===== src/rtl/fifo_sync_pkg.sv =====
`default_nettype none
// ============================================================================
// Module   : fifo_sync_pkg
// Brief    : Gray/binary helpers and shared constants for async FIFO pointers.
// Revision : 1.0
// ============================================================================
package fifo_sync_pkg;

    localparam int c_default_num_address = 8;
    localparam int c_max_ptr_w           = 32;

    typedef logic [c_max_ptr_w-1:0] ptr_word_t;

    typedef struct packed {
        logic full;
        logic almost_full;
    } fifo_flags_t;

    function automatic ptr_word_t bin2gray(input ptr_word_t b);
        return b ^ (b >> 1);
    endfunction

    // Each binary bit is the XOR of all Gray bits at or above it.
    function automatic ptr_word_t gray2bin(input ptr_word_t g);
        ptr_word_t b;
        b = g;
        for (int i = 1; i < c_max_ptr_w; i++) begin
            b = b ^ (g >> i);
        end
        return b;
    endfunction

endpackage
`default_nettype wire


===== src/rtl/fifo_write_pointer_full_if.sv =====
`default_nettype none
// ============================================================================
// Module   : fifo_write_pointer_full_if
// Brief    : Write-side FIFO control bundle between producer and pointer logic.
// Revision : 1.0
// ============================================================================
interface fifo_write_pointer_full_if
    import fifo_sync_pkg::*;
#(
    parameter int NUM_ADDRESS = c_default_num_address
);
    localparam int ADDR_W = $clog2(NUM_ADDRESS);
    localparam int PTR_W  = ADDR_W + 1;

    logic              write_enable;
    logic [PTR_W-1:0]  read_pointer_sync;
    logic              write_strobe;
    logic [PTR_W-1:0]  write_pointer;
    logic [ADDR_W-1:0] write_address;
    logic              fifo_full;
    logic              almost_full;
    logic [PTR_W-1:0]  write_count;
    logic              overflow_error;

    modport master (
        output write_enable, read_pointer_sync,
        input  write_strobe, write_pointer, write_address, fifo_full,
               almost_full, write_count, overflow_error
    );

    modport slave (
        input  write_enable, read_pointer_sync,
        output write_strobe, write_pointer, write_address, fifo_full,
               almost_full, write_count, overflow_error
    );
endinterface
`default_nettype wire


===== src/rtl/fifo_gray_counter.sv =====
`default_nettype none
// ============================================================================
// Module   : fifo_gray_counter
// Brief    : Binary pointer with registered Gray copy; shared by both FIFO sides.
// Revision : 1.0
// ============================================================================
module fifo_gray_counter
    import fifo_sync_pkg::*;
#(
    parameter int PTR_W = 4
) (
    input  wire logic             clk,
    input  wire logic             reset,
    input  wire logic             inc,
    output logic      [PTR_W-1:0] binary,
    output logic      [PTR_W-1:0] gray,
    output logic      [PTR_W-1:0] binary_next
);
    logic [PTR_W-1:0] r_bin;
    logic [PTR_W-1:0] r_gray;

    assign binary_next = r_bin + PTR_W'(inc);

    // Gray register is loaded from binary_next so it never lags the binary copy.
    always_ff @(posedge clk) begin
        if (!reset) begin
            r_bin  <= '0;
            r_gray <= '0;
        end else begin
            r_bin  <= binary_next;
            r_gray <= PTR_W'(bin2gray(ptr_word_t'(binary_next)));
        end
    end

    assign binary = r_bin;
    assign gray   = r_gray;
endmodule
`default_nettype wire


===== src/rtl/fifo_write_pointer_full.sv =====
`default_nettype none
// ============================================================================
// Module   : fifo_write_pointer_full
// Brief    : Async FIFO write pointer, full/almost-full flags and occupancy.
//            Define FIFO_WRITE_OVERFLOW_EN to enable sticky overflow detection.
// Revision : 1.0
// ============================================================================
module fifo_write_pointer_full
    import fifo_sync_pkg::*;
#(
    parameter int NUM_ADDRESS       = c_default_num_address,
    parameter int ALMOST_FULL_LEVEL = NUM_ADDRESS - 2
) (
    input wire logic                 write_clk,
    input wire logic                 write_reset,
    fifo_write_pointer_full_if.slave bus
);
    localparam int ADDR_W = $clog2(NUM_ADDRESS);
    localparam int PTR_W  = ADDR_W + 1;
    localparam logic [PTR_W-1:0] c_af_level = PTR_W'(ALMOST_FULL_LEVEL);

    logic             w_accept;
    logic [PTR_W-1:0] w_wbin;
    logic [PTR_W-1:0] w_wgray;
    logic [PTR_W-1:0] w_wbin_next;
    logic [PTR_W-1:0] w_rbin;
    logic [PTR_W-1:0] w_full_target;
    logic [PTR_W-1:0] w_count_next;
    logic             w_full_next;
    logic             w_af_next;

    fifo_flags_t      r_flags;
    logic [PTR_W-1:0] r_count;

    // Reset blocks the RAM strobe so a write during reset never lands in memory.
    assign w_accept = write_reset & bus.write_enable & ~r_flags.full;

    fifo_gray_counter #(
        .PTR_W (PTR_W)
    ) u_wptr (
        .clk         (write_clk),
        .reset       (write_reset),
        .inc         (w_accept),
        .binary      (w_wbin),
        .gray        (w_wgray),
        .binary_next (w_wbin_next)
    );

    assign w_rbin        = PTR_W'(gray2bin(ptr_word_t'(bus.read_pointer_sync)));
    // Full when the next write pointer laps the read pointer: top two Gray bits inverted.
    assign w_full_target = {~bus.read_pointer_sync[PTR_W-1:PTR_W-2],
                             bus.read_pointer_sync[PTR_W-3:0]};
    assign w_full_next   = (PTR_W'(bin2gray(ptr_word_t'(w_wbin_next))) == w_full_target);
    assign w_count_next  = w_wbin_next - w_rbin;
    assign w_af_next     = (w_count_next >= c_af_level);

    always_ff @(posedge write_clk) begin
        if (!write_reset) begin
            r_flags <= '0;
            r_count <= '0;
        end else begin
            r_flags.full        <= w_full_next;
            r_flags.almost_full <= w_af_next;
            r_count             <= w_count_next;
        end
    end

`ifdef FIFO_WRITE_OVERFLOW_EN
    logic r_overflow;

    always_ff @(posedge write_clk) begin
        if (!write_reset) begin
            r_overflow <= 1'b0;
        end else if (bus.write_enable && r_flags.full) begin
            r_overflow <= 1'b1;
        end
    end

    assign bus.overflow_error = r_overflow;
`else
    assign bus.overflow_error = 1'b0;
`endif

    assign bus.write_strobe  = w_accept;
    assign bus.write_pointer = w_wgray;
    assign bus.write_address = w_wbin[ADDR_W-1:0];
    assign bus.fifo_full     = r_flags.full;
    assign bus.almost_full   = r_flags.almost_full;
    assign bus.write_count   = r_count;
endmodule
`default_nettype wire


===== src/flat_wrapper.sv =====
// flat-port wrapper written by rule: the top's interface ports become plain ports
module fifo_write_pointer_full_flat import fifo_sync_pkg::*;
#(
    parameter int NUM_ADDRESS       = c_default_num_address,
    parameter int ALMOST_FULL_LEVEL = NUM_ADDRESS - 2
)
  (write_clk, write_reset, bus_write_enable, bus_read_pointer_sync, bus_write_strobe, bus_write_pointer, bus_write_address, bus_fifo_full, bus_almost_full, bus_write_count, bus_overflow_error);
  fifo_write_pointer_full_if #(.NUM_ADDRESS(NUM_ADDRESS)) bus_i ();
  input wire logic write_clk;
  input wire logic write_reset;
  input wire logic [$bits(bus_i.write_enable)-1:0] bus_write_enable;
  input wire logic [$bits(bus_i.read_pointer_sync)-1:0] bus_read_pointer_sync;
  output wire logic [$bits(bus_i.write_strobe)-1:0] bus_write_strobe;
  output wire logic [$bits(bus_i.write_pointer)-1:0] bus_write_pointer;
  output wire logic [$bits(bus_i.write_address)-1:0] bus_write_address;
  output wire logic [$bits(bus_i.fifo_full)-1:0] bus_fifo_full;
  output wire logic [$bits(bus_i.almost_full)-1:0] bus_almost_full;
  output wire logic [$bits(bus_i.write_count)-1:0] bus_write_count;
  output wire logic [$bits(bus_i.overflow_error)-1:0] bus_overflow_error;
  assign bus_i.write_enable = bus_write_enable;
  assign bus_i.read_pointer_sync = bus_read_pointer_sync;
  assign bus_write_strobe = bus_i.write_strobe;
  assign bus_write_pointer = bus_i.write_pointer;
  assign bus_write_address = bus_i.write_address;
  assign bus_fifo_full = bus_i.fifo_full;
  assign bus_almost_full = bus_i.almost_full;
  assign bus_write_count = bus_i.write_count;
  assign bus_overflow_error = bus_i.overflow_error;
  fifo_write_pointer_full #(.NUM_ADDRESS(NUM_ADDRESS), .ALMOST_FULL_LEVEL(ALMOST_FULL_LEVEL)) u_core (.write_clk(write_clk), .write_reset(write_reset), .bus(bus_i));
endmodule

===== config.mk =====
export PLATFORM = sky130hd
export DESIGN_NAME = fifo_write_pointer_full_flat
export DESIGN_NICKNAME = d
export VERILOG_FILES = /design/src/rtl/fifo_sync_pkg.sv /design/src/rtl/fifo_write_pointer_full_if.sv /design/src/rtl/fifo_gray_counter.sv /design/src/rtl/fifo_write_pointer_full.sv /design/src/flat_wrapper.sv
export SDC_FILE = /design/constraint.sdc
export NUM_CORES = 1
export LEC_CHECK = 0
export CORE_MARGIN = 3
export CORE_UTILIZATION = 40
export CTS_BUF_LIST = sky130_fd_sc_hd__clkbuf_8
export DETAILED_ROUTE_END_ITERATION = 8
export PLACE_DENSITY_LB_ADDON = 0.12
export SLEW_MARGIN = 10
export SYNTH_ARGS = -nofsm -noshare
export SYNTH_HDL_FRONTEND = slang
export SYNTH_SLANG_ARGS = --single-unit

===== constraint.sdc =====
create_clock -name write_clk -period 1.88 [get_ports write_clk]
set_input_delay 0.188 -clock write_clk [delete_from_list [all_inputs] [get_ports write_clk]]
set_output_delay 0.188 -clock write_clk [all_outputs]
set_load 0.05 [all_outputs]

==> results of run 1 <==
==> worst min-delay path, cell delays in order <==
cell	delay, ps
sky130_fd_sc_hd__dlymetal6s2s_1	160
sky130_fd_sc_hd__buf_4	150
sky130_fd_sc_hd__xnor2_1	110
sky130_fd_sc_hd__nor3_1	50
==> metrics by stage <==
step           instance area (sq um)  power [W]  std cells  setup WS, ps  utilization, %
2_1_floorplan                    683   0.000556         64          -167               -
3_3_place_gp                    1020   0.000680        113          -398            73.6
3_5_place_dp                    1020   0.000684        113          -446            73.6
4_1_cts                         1080   0.000941        119          3.17            78.3
5_1_grt                         1120   0.000994        120          8.37            80.7
6_report                        1120   0.000944        120          80.8            80.7
==> what timing repair did <==
item / CTS / global route
pin swaps: 9 / 7
hold buffers: 0 / 0
endpoints found under the setup margin: 5 / 2
hold endpoints to repair: 0 / 0
setup buffers: 2 / 1
resized for setup: 6 / 5
==> report_power, final <==
part	total, W	switching [W]	internal (W)
clock	0.000247	0.000103	0.000144
sequential	0.000316	0.0000105	0.000306
combinational	0.000380	0.000217	0.000163
==> Yosys cell counts <==
master                    count  area share, %
sky130_fd_sc_hd__conb_1       1           0.60
sky130_fd_sc_hd__nand3_1      2            1.6
sky130_fd_sc_hd__buf_4        1            1.2
sky130_fd_sc_hd__xnor2_1      8             11
sky130_fd_sc_hd__ha_1         5             10
sky130_fd_sc_hd__nor3_1       1           0.81
sky130_fd_sc_hd__a21oi_1      1           0.81
sky130_fd_sc_hd__nand2_1      3            1.8
sky130_fd_sc_hd__and2_1       3            3.0
sky130_fd_sc_hd__a22o_1       1            1.4
sky130_fd_sc_hd__fa_1         1            3.2
sky130_fd_sc_hd__and2_2       1            1.2
sky130_fd_sc_hd__xor2_1       8             11
sky130_fd_sc_hd__a21o_1       1            1.2
sky130_fd_sc_hd__dfxtp_1     13             42
sky130_fd_sc_hd__nor2_1       8            4.8
sky130_fd_sc_hd__inv_1        6            3.6
==> path summary, 6_finish.rpt <==
kind / end / from / depth (start not counted)
max: u_core.bus.almost_full / u_core.bus.fifo_full / 7
min: u_core.bus.fifo_full / bus_read_pointer_sync[1] / 4
max reg2reg: u_core.bus.almost_full / u_core.bus.fifo_full / 7
min reg2reg: u_core.u_wptr.binary[3] / u_core.u_wptr.binary[3] / 2
==> flip-flops by register name, indices dropped and copies added, names as in the netlist <==
signal,count
u_core.bus.almost_full,1
u_core.u_wptr.gray,3
u_core.u_wptr.binary,4
u_core.bus.fifo_full,1
u_core.bus.write_count,4
==> layer usage <==
layer	track usage (%)	vias up
met3	7.11	4
met5	0	-
met4	10.5	0
met1	16.8	255
li1	-	280
met2	29.0	17
==> final cells by class <==
| class | instances | area (sq um) | area share (%) |
|---|---|---|---|
| Clock inverter | 1 | 3.75 | 0.336 |
| Tap cell | 15 | 18.8 | 1.68 |
| Sequential cell | 13 | 264 | 23.7 |
| Timing Repair Buffer | 38 | 344 | 30.8 |
| Inverter | 6 | 22.5 | 2.02 |
| Multi-Input combinational cell | 44 | 422 | 37.8 |
| Clock buffer | 3 | 41.3 | 3.70 |
==> cells by family after synthesis <==
family / after synthesis / synth area share [%]
DFF: 13 / 41.9
and+or+nand+nor: 18 / 13.3
AOI/OAI and AO/OA: 3 / 3.43
buffers and inverters: 7 / 4.84
xor gates and xnor gates: 16 / 22.6
other: 1 / 0.604
adders and majority gates: 6 / 13.3
==> impl_summary.log, run 1 <==
INFO  metric cts-buffers-inserted = 3
INFO  metric dr_wl_met3 = 75 um
INFO  metric hp-class = input port to flip-flop
INFO  metric grt_pass1_vias = 555
INFO  metric crit_required = ~2000 ps
INFO  metric clk_latency = 240 ps
INFO  metric die_w = between 40 and 50 um
INFO  metric route.antenna.remaining_nets = 0
INFO  metric met1_length = approximately 600 um
INFO  metric h-tree-depth = 1
INFO  metric cts.sink_count = 13
INFO  metric fin_skew = 0.576 ps
INFO  metric port_buffers = 20
INFO  metric fin_hold_ws = 442 ps
INFO  metric synth_fp_nets = 77
INFO  metric num-nets-final = 119
INFO  metric maxCapViolCount = 0
INFO  metric number_of_instances_in_the_synthesized_netlist = 64
INFO  metric weighted_congestion_reported_at_the_end_of_routability_driven_placement = 0.766
INFO  metric placeable_core_region = ~1400 sq um
INFO  metric setup_viol = 0
INFO  metric fraction_of_the_cycle_the_final_worst_path_needs = 95.7%
INFO  metric share_of_post_route_cells_with_drive_strength_above_1 = about a third
INFO  metric grt_start_max_net_pins = 8
INFO  metric grt_overflow = 0
INFO  metric fmax = around 560 MHz
INFO  metric crit_buf_inv = 2
INFO  metric route.top_layer_used = met4
INFO  metric synth.cell_area = 621 sq um
INFO  metric critical_path.max_fanout = 3
INFO  metric cell_chain_critical_path = nor2_4 -> ha_4 -> ha_4 -> inv_1 -> fa_2 -> inv_1 -> a22o_1
INFO  metric pwr_density_cell = 845 nW/um^2
INFO  metric drcViolationCount = 0
INFO  metric routed-via-count = 556
INFO  metric floorplan.io_pins = 22
INFO  metric status = finished, final reports clean
INFO  metric finalMaxSlewViolations = 0
INFO  metric hpwlAfterDp = 1.11 mm
INFO  metric grt_util_all_layers = around 17%
INFO  metric max-clock-path-buffers = 2
INFO  metric die-area = 2060 sq um
INFO  metric viasPerCell = 4.63
INFO  metric initial_utilization = 44.9%
INFO  metric grt_setup_unrepaired = no
INFO  metric wirelength = 1.56 mm
INFO  metric die_y = 45.4 um
INFO  metric critical_path_arrival = 1940 ps
INFO  metric drtPass1Iterations = 2
INFO  metric critical_path.top_delay_family = adder cells
INFO  metric synth-seq-area-share = 41.9%
INFO  metric fillCellCount = 85
INFO  metric cts.clk_slew.worst_paths = 50 ps
INFO  metric worst_setup_path_end_kind = flip-flop
INFO  metric cts.root.buffer_cell = sky130_fd_sc_hd__clkbuf_8
INFO  metric syn_to_final_growth = 79.8%
INFO  metric synth.ff_latch_count = 13
INFO  metric grt_pass1_wl = roughly 2.3 mm
INFO  metric layout_common_cells = 18 x sky130_fd_sc_hd__buf_4, 14 x sky130_fd_sc_hd__clkdlybuf4s50_1, 12 x sky130_fd_sc_hd__dfxtp_1
INFO  metric synthesis.yosys.warnings = 0
INFO  metric cpMaxStageDelayCell = sky130_fd_sc_hd__fa_2
INFO  metric leakagePower = ~0.50 nW
INFO  metric syn_area_per_cell = 9.70 sq um
INFO  metric critical-path-max-stage-delay = 550 ps
INFO  metric worst_pin_slew = 510 ps
INFO  metric antenna_cells = 0
INFO  metric max_vdd_drop = 0.679 mV
INFO  metric synth_cell_type_count = 17
INFO  metric final_hold_viol_count = 0
INFO  metric detailroute.wirelength.met2 = 856 um
INFO  metric drt-wirelength-per-cell = ~13 um
INFO  metric minimum_setup_slack_among_reg_to_reg_paths = just over 80 ps
INFO  metric floorplan_row_count = 13
INFO  metric drt_first_iter_violations = 3
INFO  metric tritoncts = yes
INFO  metric maxSlewHeadroom = 65.9%
INFO  metric layout_commonest_cell = sky130_fd_sc_hd__buf_4
INFO  metric antenna_violations_before_repair = 0
INFO  metric timing.final.crit_period = 1800 ps
INFO  metric critical_path_class = flip-flop to flip-flop
INFO  metric worst_setup_path_start_kind = flip-flop
INFO  metric totalNegativeSetupSlack = 0 ps
Power figures use the tool's default switching activity.
==> run 2, diff against run 1 <==
--- a/config.mk
+++ b/config.mk
@@ -6,7 +6,7 @@
 export NUM_CORES = 1
 export LEC_CHECK = 0
 export CORE_MARGIN = 3
-export CORE_UTILIZATION = 40
+export CORE_UTILIZATION = 45
 export CTS_BUF_LIST = sky130_fd_sc_hd__clkbuf_8
 export DETAILED_ROUTE_END_ITERATION = 8
 export PLACE_DENSITY_LB_ADDON = 0.12
==> constraint.sdc (replaced) <==
create_clock -name write_clk -period 1.9 [get_ports write_clk]
set_input_delay 0.19 -clock write_clk [delete_from_list [all_inputs] [get_ports write_clk]]
set_output_delay 0.19 -clock write_clk [all_outputs]
set_load 0.05 [all_outputs]
==> impl_summary.log, run 2 (same netlist as run 1, synthesis figures left out) <==
INFO  metric drcViolationCount = 0 (unchanged)
INFO  metric grt_pass1_wl = 3.38 mm (+46%)
INFO  metric grt_pass1_vias = 690 (+24%)
INFO  metric regToRegStartpoint = u_core.bus.fifo_full
INFO  metric placeable_core_region = 1200 sq um (-13%)
INFO  metric crit_required = 2030 ps (about the same)
INFO  metric fin_skew = 8.28 ps (+7.70 ps)
INFO  metric weighted_congestion_reported_at_the_end_of_routability_driven_placement = 0.852 (+11%)
INFO  metric die_w = 43.1 um (-5.0%)
INFO  metric layout_commonest_cell = sky130_fd_sc_hd__buf_4
INFO  metric drtPass1Iterations = 4 (+2)
INFO  metric p_sw = 0.000391 W (+18%)
INFO  metric maxCapViolCount = 0 (unchanged)
INFO  metric power.share.sequential = 31.2% (-2.3 points)
INFO  metric grt_start_max_net_pins = 8 (unchanged)
INFO  metric antenna_cells = 0 (unchanged)
INFO  metric final_hold_viol_count = 0 (unchanged)
INFO  metric cts-buffers-inserted = 3 (unchanged)
INFO  metric violations_in_the_final_reports = negative setup slack
INFO  metric grt_util_all_layers = 25.6% (+8.6 points)
INFO  metric clock_power_share = 25.2% (-1.0 points)
INFO  metric critical_path_arrival = 2090 ps (+150 ps)
INFO  metric hold_start = bus_read_pointer_sync[2]
INFO  metric grt_setup_unrepaired = yes
INFO  metric die_y = 43.1 um (-5.0%)
INFO  metric grt_overflow = 0 (unchanged)
INFO  metric sw_frac_of_total = 38.3% (+3.3 points)
INFO  metric critical_path_class = input port to flip-flop
INFO  metric antenna_violations_before_repair = 0 (unchanged)
INFO  metric fraction_of_the_cycle_the_final_worst_path_needs = 103%
INFO  metric die-area = 1860 sq um (-9.7%)
INFO  metric leakagePower = 0.505 nW (+0.54%)
INFO  metric syn_to_final_growth = 84.5%
INFO  metric clk_latency = 250 ps (about the same)
INFO  metric hold-path-cell-count = 4 (unchanged)
INFO  metric port_buffers = 20 (unchanged)
INFO  metric cellInternalPower = 0.000629 W (+2.5%)
INFO  metric hold_end = u_core.bus.fifo_full
INFO  metric fmax = 510 MHz
INFO  metric finalMaxSlewViolations = 0 (unchanged)
INFO  metric worst_setup_path_end_kind = flip-flop
INFO  metric max-clock-path-buffers = 2 (unchanged)
INFO  metric viasPerCell = 5.63 (+22%)
INFO  metric cts.clk_slew.worst_paths = 70 ps (+20 ps)
INFO  metric critical_path.reg2reg.endpoint = u_core.bus.almost_full
INFO  metric drt-wirelength-per-cell = 23.4 um (+80%)
INFO  metric setup_viol = 3 (+3)
INFO  metric drt_first_iter_violations = 45 (+42)
INFO  metric minimum_setup_slack_among_reg_to_reg_paths = -40 ps (-120 ps)
INFO  metric h-tree-depth = 1 (unchanged)
INFO  metric share_of_post_route_cells_with_drive_strength_above_1 = 41.9% (+7.6 points)
INFO  metric status = finished, violations left
INFO  metric tritoncts = yes
INFO  metric cts.root.buffer_cell = sky130_fd_sc_hd__clkbuf_8
INFO  metric routed-via-count = 670 (+21%)
INFO  metric max_vdd_drop = 0.633 mV (-6.8%)
INFO  metric hp-class = input port to flip-flop
INFO  metric hold_bufs_inserted_after_cts = 0 (unchanged)
INFO  metric cts.sink_count = 13 (unchanged)
INFO  metric pwr_density_cell = 890 nW/um^2 (+5.3%)
INFO  metric wirelength = 2.79 mm (+79%)
INFO  metric initial_utilization = 51.7% (+6.8 points)
INFO  metric layout.cells.non_filler = 119 (-0.83%)
INFO  metric num-nets-final = 119 (unchanged)
INFO  metric floorplan.io_pins = 22 (unchanged)
INFO  metric floorplan_row_count = 12 (-1)
INFO  metric critical_path.max_fanout = 3 (unchanged)
INFO  metric totalNegativeSetupSlack = -75.6 ps (-75.6 ps)
INFO  metric timing.final.crit_period = ~2000 ps
INFO  metric fin_hold_ws = 463 ps (+20.1 ps)
INFO  metric worst_reg_to_reg_path_cell_count = 9 (+2)
INFO  metric layout_common_cells = 18 x sky130_fd_sc_hd__buf_4, 14 x sky130_fd_sc_hd__clkdlybuf4s50_1, 12 x sky130_fd_sc_hd__dfxtp_1
INFO  metric setup_slack = -62.5 ps (-143 ps)
INFO  metric worst_pin_slew = 522 ps (+12.0 ps)
INFO  metric post-place-cells = 111 (-1.8%)
INFO  metric worst_setup_path_start_kind = input port
INFO  metric maxSlewHeadroom = 65.1% (-0.80 points)
INFO  metric hpwlAfterDp = 1.24 mm (+12%)
INFO  metric power.combinational.fraction = 43.7% (+3.4 points)
INFO  metric route.antenna.remaining_nets = 0 (unchanged)
INFO  metric fillCellCount = 28 (-67%)
run 2: layer usage:
metal | vias to the layer above | track usage [%] | part of all wire, %
li1 | 274 | - | -
met1 | 315 | 27.2 | 36
met2 | 68 | 47.5 | 51
met3 | 13 | 5.93 | 9.6
met4 | 0 | 9.64 | 3.0
met5 | - | 0 | 0
run 2: timing repair:
action / in CTS / in global routing
gates cloned: 0 / 0
pin swaps: 7 / 12
resized for setup: 13 / 10
endpoints found under the setup margin: 5 / 3
setup buffers: 1 / 3
run 2: worst max-delay path: stages:
cell and delay, ps:
sky130_fd_sc_hd__clkbuf_2 120, sky130_fd_sc_hd__xnor2_2 210, sky130_fd_sc_hd__xor2_1 220, sky130_fd_sc_hd__buf_4 170, sky130_fd_sc_hd__xnor2_2 120, sky130_fd_sc_hd__ha_2 250, sky130_fd_sc_hd__inv_1 70, sky130_fd_sc_hd__a21o_1 180
sky130_fd_sc_hd__a21oi_2 180, sky130_fd_sc_hd__xor2_2 110, sky130_fd_sc_hd__a22o_1 260
run 2: stage by stage:
step                      util, %  setup slack, ps  cell area (sq um)  total power [W]
final                        95.3            -62.5               1140          0.00102
after global routing         95.3             -112               1140          0.00104
after CTS                    91.3             6.81               1100         0.000942
after detailed placement     83.8             -478               1010         0.000677
after global placement       83.8             -424               1010         0.000665
after floorplan                 -             -147                681         0.000548
run 2: power groups by stage:
stage,Sequential (W),Combinational [W],Clock (W)
2_1_floorplan,0.000426,0.000122,0
3_3_place_gp,0.000317,0.000348,0
3_5_place_dp,0.000320,0.000357,0
4_1_cts,0.000314,0.000386,0.000242
5_1_grt,0.000320,0.000460,0.000263
6_report,0.000318,0.000445,0.000257
run 2: worst max-delay path by stage:
stage / startpoint / cells past startpoint / end / slack (ps)
2_1_floorplan: u_core.bus.fifo_full / 8 / u_core.bus.almost_full / -150
3_3_place_gp: bus_read_pointer_sync[3] / 10 / u_core.bus.almost_full / -420
3_5_place_dp: bus_read_pointer_sync[3] / 10 / u_core.bus.almost_full / -480
4_1_cts: bus_read_pointer_sync[2] / 11 / u_core.bus.write_count[3] / 7
5_1_grt: bus_read_pointer_sync[3] / 11 / u_core.bus.almost_full / -110
6_report: bus_read_pointer_sync[3] / 11 / u_core.bus.almost_full / -60
run 2: cell type report:
type	count	area (sq um)	share of cell area, %
multi-input cells	44	464	40.5
well taps	14	17.5	1.53
clock buffers	3	41.3	3.61
flip-flops and latches	13	264	23.1
repair buffers	38	332	29.0
inverters	6	22.5	1.97
clock inverters	1	3.75	0.328
==> run 3, diff against run 2 <==
--- a/config.mk
+++ b/config.mk
@@ -9,6 +9,7 @@
 export CORE_UTILIZATION = 45
 export CTS_BUF_LIST = sky130_fd_sc_hd__clkbuf_8
 export DETAILED_ROUTE_END_ITERATION = 8
+export MAX_ROUTING_LAYER = met4
 export PLACE_DENSITY_LB_ADDON = 0.12
 export SLEW_MARGIN = 10
 export SYNTH_ARGS = -nofsm -noshare
==> impl_summary.log, run 3 (same netlist as run 1, synthesis figures left out) <==
INFO  metric status = finished, violations left
INFO  metric violations_in_the_final_reports = negative setup slack
INFO  metric wirelength = 2.81 mm (+0.61%)
INFO  metric route.antenna.remaining_nets = 0 (unchanged)
INFO  metric maxSlewHeadroom = 65.1% (about the same)
INFO  metric hold_bufs_inserted_after_cts = 0 (unchanged)
INFO  metric cts-buffers-inserted = 3 (unchanged)
INFO  metric initial_utilization = 51.7% (unchanged)
INFO  metric totalNegativeSetupSlack = -71.8 ps (+3.84 ps)
INFO  metric share_of_post_route_cells_with_drive_strength_above_1 = 41.9% (unchanged)
INFO  metric viasPerCell = 5.58 (-0.90%)
INFO  metric max_vdd_drop = 0.630 mV (-0.42%)
INFO  metric die-area = 1860 sq um (unchanged)
INFO  metric grt_pass1_wl = 3.38 mm (unchanged)
INFO  metric num-nets-final = 119 (unchanged)
INFO  metric critical_path_arrival = 2080 ps (about the same)
INFO  metric area_taken_by_flip_flops_and_latches = 264 sq um (unchanged)
INFO  metric placement.cell_area = 1010 sq um (unchanged)
INFO  metric cell_chain_critical_path = nor2_4 -> ha_4 -> inv_1 -> ha_2 -> inv_1 -> a21o_1 -> a21oi_2 -> xor2_2 -> a22o_1
INFO  metric cts.sink_count = 13 (unchanged)
INFO  metric routed-via-count = 664 (-0.90%)
INFO  metric fmax = 513 MHz (+0.75%)
INFO  metric grt_setup_unrepaired = yes
INFO  metric drcViolationCount = 0 (unchanged)
INFO  metric final_hold_viol_count = 0 (unchanged)
INFO  metric max-clock-path-buffers = 2 (unchanged)
INFO  metric antenna_violations_before_repair = 0 (unchanged)
INFO  metric grt_pass1_vias = 689 (-0.14%)
INFO  metric report.power.total = 0.00102 W (+0.32%)
INFO  metric floorplan.io_pins = 22 (unchanged)
INFO  metric drt_first_iter_violations = 55 (+22%)
INFO  metric critical_path.max_fanout = 2 (-1)
INFO  metric fillCellCount = 28 (unchanged)
INFO  metric antenna_cells = 0 (unchanged)
INFO  metric maxCapViolCount = 0 (unchanged)
INFO  metric clk_latency = 250 ps (about the same)
INFO  metric final_design_area_no_fill = 1140 sq um (unchanged)
INFO  metric tritoncts = yes
INFO  metric hpwlAfterDp = 1.24 mm (unchanged)
INFO  metric finalMaxSlewViolations = 0 (unchanged)
INFO  metric crit_buf_inv = 2 (-1)
INFO  metric setup_slack = -47.8 ps (+14.7 ps)
INFO  metric cpMaxStageDelayCell = sky130_fd_sc_hd__dfxtp_4
INFO  metric hp-class = input port to flip-flop
INFO  metric worst_setup_path_end_kind = flip-flop
INFO  metric layout_common_cells = 18 x sky130_fd_sc_hd__buf_4, 14 x sky130_fd_sc_hd__clkdlybuf4s50_1, 12 x sky130_fd_sc_hd__dfxtp_1
INFO  metric worst_setup_path_start_kind = flip-flop
INFO  metric drt-wirelength-per-cell = 23.6 um (+0.61%)
INFO  metric floorplan_row_count = 12 (unchanged)
INFO  metric critical_path_class = flip-flop to flip-flop
INFO  metric port_buffers = 20 (unchanged)
INFO  metric drtPass1Iterations = 4 (unchanged)
INFO  metric die_w = 43.1 um (unchanged)
INFO  metric die_y = 43.1 um (unchanged)
INFO  metric fraction_of_the_cycle_the_final_worst_path_needs = 103% (-0.77 points)
INFO  metric critical-path-top-cell-by-count = sky130_fd_sc_hd__inv_1
INFO  metric timing.final.crit_period = 1950 ps (-14.7 ps)
INFO  metric critical-path-max-stage-delay = 350 ps (+90 ps)
INFO  metric syn_to_final_growth = 84.5% (unchanged)
INFO  metric leakagePower = 0.505 nW (unchanged)
INFO  metric worst_pin_slew = 521 ps (-0.192 ps)
INFO  metric grt_overflow = 0 (unchanged)
INFO  metric grt_start_max_net_pins = 8 (unchanged)
INFO  metric pwr_density_cell = 893 nW/um^2 (+0.32%)
INFO  metric layout_commonest_cell = sky130_fd_sc_hd__buf_4
INFO  metric cts.root.buffer_cell = sky130_fd_sc_hd__clkbuf_8
INFO  metric grt_util_all_layers = 26.3% (+0.68 points)
INFO  metric weighted_congestion_reported_at_the_end_of_routability_driven_placement = 0.866 (+1.6%)
INFO  metric critical_path.top_delay_family = compound AO/OA/AOI/OAI gates
INFO  metric fin_skew = 8.56 ps (+0.286 ps)
INFO  metric multi_input_comb_area = 464 sq um (unchanged)
INFO  metric setup_viol = 2 (-1)
INFO  metric placeable_core_region = 1200 sq um (unchanged)
INFO  metric cts.clk_slew.worst_paths = 70 ps (about the same)
INFO  metric h-tree-depth = 1 (unchanged)
INFO  metric crit_required = 2040 ps (about the same)
-- run 3: cell counts in the layout (fill, tap and decap cells not counted) --
No cell type changed its count.
-- run 3: worst register-to-register path: stages (launching register included) --
cell	delay, ps
sky130_fd_sc_hd__dfxtp_4	350
sky130_fd_sc_hd__nor2_4	120
sky130_fd_sc_hd__ha_4	220
sky130_fd_sc_hd__inv_1	100
sky130_fd_sc_hd__ha_2	230
sky130_fd_sc_hd__inv_1	70
sky130_fd_sc_hd__a21o_1	180
sky130_fd_sc_hd__a21oi_2	190
sky130_fd_sc_hd__xor2_2	110
sky130_fd_sc_hd__a22o_1	260
-- run 3: layer usage --
layer	vias to the layer above	wire length, um	global-route usage (%)
met3	16	223	5.51
met2	59	1410	47.5
met5	-	0	-
li1	274	-	-
met4	0	117	9.64
met1	315	1060	27.5
-- run 3: worst paths after layout --
kind / from / depth (start not counted) / endpoint / slack (ps)
setup / recovery: u_core.bus.fifo_full / 9 / u_core.bus.almost_full / -50
hold / removal: bus_read_pointer_sync[2] / 4 / u_core.bus.fifo_full / 420
setup reg to reg: u_core.bus.fifo_full / 9 / u_core.bus.almost_full / -50
hold reg to reg: u_core.u_wptr.binary[3] / 2 / u_core.u_wptr.binary[3] / 700
-- run 3: where the power goes --
part	leakage, nW	switching [W]	internal, W
registers	0.108	0.0000150	0.000302
clock network	0.0269	0.000118	0.000143
logic	0.371	0.000262	0.000183
total	0.505	0.000394	0.000628
-- run 3: area by class of cell --
type | instances | share of cell area [%]
clock buffers | 3 | 3.61
clock inverters | 1 | 0.328
inverters | 6 | 1.97
multi-input cells | 44 | 40.5
flip-flops and latches | 13 | 23.1
well taps | 14 | 1.53
repair buffers | 38 | 29.0
-- run 3: timing repair --
item | CTS | global route
cloned | 0 | 0
endpoints found under the setup margin | 5 | 3
gates resized for setup | 13 | 10
pin swaps | 7 | 12
buffers inserted | 1 | 3
-- run 3: per-stage QoR --
stage	std cells	setup slack [ps]	hold slack [ps]	utilization, %
2_1_floorplan	64	-147	312	-
3_3_place_gp	111	-424	591	83.8
3_5_place_dp	111	-478	619	83.8
4_1_cts	116	6.81	474	91.3
5_1_grt	119	-112	433	95.3
6_report	119	-47.8	421	95.3
